$ cat src/rtl/game_controller.sv
// Round sequencer for the guessing game: arms the countdown timer, judges guesses,
// and keeps a saturating BCD score plus a difficulty level that sets the timer load.
module game_controller #(
  parameter int ROUNDS_PER_LEVEL = 4,
  parameter int MAX_LEVEL        = 3,
  parameter int MAX_STRIKES      = 3
) (
  input  logic       clk,
  input  logic       rst,
  input  logic       logged_in,
  input  logic       start_pulse,
  input  logic       guess_pulse,
  input  logic [3:0] userInput,
  input  logic [3:0] rngValue,
  input  logic       timeout,
  output logic       timerReconfig,
  output logic       timerEnable,
  output logic [1:0] gameLevel,
  output logic       rngNext,
  output logic [3:0] scoreTens,
  output logic [3:0] scoreOnes,
  output logic       playing,
  output logic       gameOver
);

  // state | meaning
  // IDLE  | no game; waiting for a logged-in start
  // ARM   | one cycle: reload timer for gameLevel, request new digit
  // PLAY  | timer running, guesses judged
  // HIT   | one cycle: score/level bookkeeping after a correct guess
  // DONE  | game over; score and level held for display
  typedef enum logic [2:0] {IDLE, ARM, PLAY, HIT, DONE} state_t;

  state_t     state, next_state;
  logic [1:0] strikes;
  logic [3:0] hits;
  logic       match;
  logic       new_game;

  assign match    = (userInput == rngValue);
  assign new_game = (state == IDLE || state == DONE) && (next_state == ARM);

  always_comb begin
    next_state = state;
    case (state)
      IDLE: if (start_pulse) next_state = ARM;
      ARM:  next_state = PLAY;
      PLAY: begin
        if (timeout)
          next_state = DONE;
        else if (guess_pulse && match)
          next_state = HIT;
        else if (guess_pulse && ({1'b0, strikes} + 3'd1 == 3'(MAX_STRIKES)))
          next_state = DONE;
      end
      HIT:  next_state = ARM;
      DONE: if (start_pulse) next_state = ARM;
      default: next_state = IDLE;
    endcase
    if (!logged_in) next_state = IDLE;
  end

  always_ff @(posedge clk or negedge rst) begin
    if (!rst) begin
      state         <= IDLE;
      strikes       <= '0;
      hits          <= '0;
      gameLevel     <= '0;
      scoreTens     <= '0;
      scoreOnes     <= '0;
      timerReconfig <= 1'b0;
      rngNext       <= 1'b0;
      timerEnable   <= 1'b0;
      playing       <= 1'b0;
      gameOver      <= 1'b0;
    end else begin
      state         <= next_state;
      timerReconfig <= (next_state == ARM);
      rngNext       <= (next_state == ARM);
      timerEnable   <= (next_state == PLAY);
      playing       <= (next_state == ARM) || (next_state == PLAY) || (next_state == HIT);
      gameOver      <= (next_state == DONE);

      if (new_game) begin
        strikes   <= '0;
        hits      <= '0;
        gameLevel <= '0;
        scoreTens <= '0;
        scoreOnes <= '0;
      end

      if (state == ARM) strikes <= '0;

      if (state == PLAY && logged_in && !timeout && guess_pulse && !match)
        strikes <= strikes + 2'd1;

      // Bookkeeping is skipped if the player logs out during HIT.
      if (state == HIT && logged_in) begin
        if (!(scoreTens == 4'd9 && scoreOnes == 4'd9)) begin
          if (scoreOnes == 4'd9) begin
            scoreOnes <= 4'd0;
            scoreTens <= scoreTens + 4'd1;
          end else begin
            scoreOnes <= scoreOnes + 4'd1;
          end
        end
        if (hits + 4'd1 == 4'(ROUNDS_PER_LEVEL)) begin
          hits <= '0;
          if (gameLevel != 2'(MAX_LEVEL)) gameLevel <= gameLevel + 2'd1;
        end else begin
          hits <= hits + 4'd1;
        end
      end
    end
  end

endmodule

$ cat config.mk
export PLATFORM = sky130hd
export DESIGN_NAME = game_controller
export DESIGN_NICKNAME = d
export VERILOG_FILES = /design/src/rtl/game_controller.sv
export SDC_FILE = /design/constraint.sdc
export NUM_CORES = 1
export LEC_CHECK = 0
export BUFFER_PORTS_ARGS = -buffer_cell sky130_fd_sc_hd__buf_2
export CAP_MARGIN = 20
export CORE_MARGIN = 4
export CORE_UTILIZATION = 38
export DETAILED_ROUTE_END_ITERATION = 10
export REMOVE_ABC_BUFFERS = 1
export SLEW_MARGIN = 0
export SYNTH_ARGS = -nofsm -noshare
export SYNTH_HDL_FRONTEND = slang
export SYNTH_SLANG_ARGS = --single-unit
$ cat constraint.sdc
create_clock -name clk -period 2.4 [get_ports clk]
set_input_delay 0.36 -clock clk [delete_from_list [all_inputs] [get_ports clk]]
set_output_delay 0.36 -clock clk [all_outputs]
set_load 0.02 [all_outputs]
==> flow_summary.ini <==
[finish]
final_util_pct = 45.4
final_nets = 180
layout_commonest_cell = buf_2
diodes = 0
final_cell_mix = buf_2, dfrtp_1, nand2_1, o21ai_0
final_area_um2 = 1530
layout-drive-gt1-share_pct = 23.3
syn_to_final_growth_pct = 14.1

[worst_setup_path]
max_stage_delay_ps = 530
arrival_ps = 1980
cp_max_fo = 10
crit_path_end_kind = flip-flop
crit_type = reg -> reg
cp_cell_sequence = and4b_1 > o211ai_4 > mux2_1 > a21o_1
crit_family = flip-flops
worst-path-buf-inv = 0
cp-start-kind = flip-flop
worstPathRequired_ps = 2620
cp_slowest_cell = dfrtp_1

[pwr]
p_total_uw = 709
ir_drop_mv = 0.199
intPower_uw = 513
p_sw_share_pct = 27.7
combPwrFrac_pct = 14.4
p_leak_nw = 0.745
powerDensity_nw_per_um2 = 465
p_switching_uw = 196
p_seq_share_pct = 60.2
p_clk_share_pct = 25.4

[clock_network]
clk_latency_ps = 310
cts_resized = 0
cts-hold-fix-buffers = 0
htreeDepth = 1
cts_root_buf = clkbuf_4
path_clk_slew_ps = 130
cts_sinks = 23
cts_buffers = 3
cts_tree = done
clock_path_buffers = 2
postCtsSetupBuffers = 0

[flow_run]
maxCapViolCount = 0

[placed_design]
place_area_um2 = 1500
io_buffers = 28
hpwl_um = 2110
place.gp.congestion = 0.795

[synth]
synthAdderAreaFrac_pct = 5.61
synth_top_family_by_area = simple AND/OR/NAND/NOR gates
synth_cell_types = 48
synth_edf_count = 0
syn_area_per_cell_um2 = 10.1
yosys.area_share.simple_pct = 21.8
synth-compound-area-share_pct = 17.5
synth_mux_area_share_pct = 3.84
synth-async-reset-ratio_pct = 100
ys_seq_area_share_pct = 43.0
syn-cell-area_um2 = 1340
ys_seq_elements = 23
netlist_instances = 132
synthFlopType = dfrtp_1
synth-xor-area-share_pct = 3.93
yosys_warnings = 0

[outcome]
status = complete, no violations

[floorplanning]
dieArea_um2 = 4530
floorplan.die.height_um = 67.3
coreArea_um2 = 3360
io_pins = 29
fp-row-count = 21
die_x_um = 67.3
initial_core_util_pct = 39.8

[detailed_routing]
drtIter0Drc = 49
remaining_drc_errors = 0
ant_nets = 0
first_pass_iters = 4
via_count = 1085
route.detailed.wl_per_inst_um = 13.5
wirelength_um = 2770
vias_per_cell = 5.29

[global_route]
grt_pass1_wl_um = 4560
grt_pass1_vias = 1095
grt_overflow_total = 0
grt_max_degree = 24
track_usage_pct = 12.9
antenna_found_initial = 0

[timing]
rsz0062_at_grt = false
tns_ps = 0
finalCriticalPeriod_ps = 1760
finalHoldViolCount = 0
finClkSkew_ps = 7.48
fin_crit_sh_pct = 73.3
slew_headroom_pct = 64.8
worstMarginPinSlew_ps = 528
timing.fmax_mhz = 568
drv_slew = 0
setup_viol = 0

[worst_hold_path]
hold_class = in -> async
## layer usage
metal  routed length, um  GRT usage, %  share of wire (%)
met2                1390          23.6                 50
met5                   0             0                  0
met4                  36          5.57                1.3
met3                 133          2.33                4.8
met1                1210          14.6                 44
## flip-flops by register name (all words and copies together) (netlist names)
name	flops
scoreTens	4
gameOver	1
state	3
rngNext	1
scoreOnes	4
gameLevel	2
playing	1
strikes	2
hits	4
timerEnable	1
## worst reg2reg max path, stage by stage (launching register included)
cell and delay [ps]:
dfrtp_1 530, and4b_1 490, o211ai_4 160, mux2_1 340, a21o_1 170
## synth_stat cells, drive strengths merged, types with 3 or more instances
cell type  number  area [um2]
nor2            7        26.3
nand2          11        41.3
nand2b          6        37.5
inv             6        22.5
mux2i           4        40.0
xnor2           5        43.8
ha              6        75.1
dfrtp          23         576
nand3           7        35.0
a21o            4        31.3
a21oi           4        20.0
a22o            3        27.5
buf             4        31.3
o21ai           8        40.0
nor3            4        20.0
## final timing paths
path	startpoint	to	slack, ps	depth (start not counted)
worst min-delay path	rst	hits[3]$_DFFE_PN0P_	8	1
worst max register to register	state[0]$_DFF_PN0_	scoreTens[3]$_DFF_PN0_	640	4
min in group clk	timeout	state[1]$_DFF_PN0_	360	4
max in group asynchronous	rst	hits[0]$_DFFE_PN0P_	2040	1
worst min register to register	strikes[0]$_DFFE_PN0P_	strikes[0]$_DFFE_PN0P_	510	1
worst max-delay path	state[0]$_DFF_PN0_	scoreTens[3]$_DFF_PN0_	640	4
## power by group through the flow
stage	combinational (mW)	clock [mW]	sequential [mW]
floorplan	0.0537	0	0.438
global placement	0.102	0	0.432
detailed placement	0.105	0	0.434
CTS	0.105	0.190	0.427
global route	0.117	0.199	0.430
finish	0.102	0.180	0.427
## area by class of cell
class                   count  area [um2]
fillers                   355        1840
multi-input cells          98         704
flip-flops and latches     23         576
repair buffers             28         140
well taps                  46        57.6
clock buffers               4        26.3
inverters                   6        22.5
## cells by family (layout without fill, tap and decap cells)
kind of cell,count (synthesis),in the layout
and+or+nand+nor,50,50
AOI/OAI and AO/OA,31,31
DFF,23,23
buffers and inverters,11,38
adders and majority gates,6,6
xor gates and xnor gates,6,6
muxes,5,5
## stage by stage
step           hold WS, ps  setup slack (ps)  std cells
2_1_floorplan         64.4               783        127
3_3_place_gp           372               741        201
3_5_place_dp           378               675        201
4_1_cts               29.8               656        205
5_1_grt               45.8               520        205
6_report              8.39               641        205
Power figures use the tool's default switching activity.
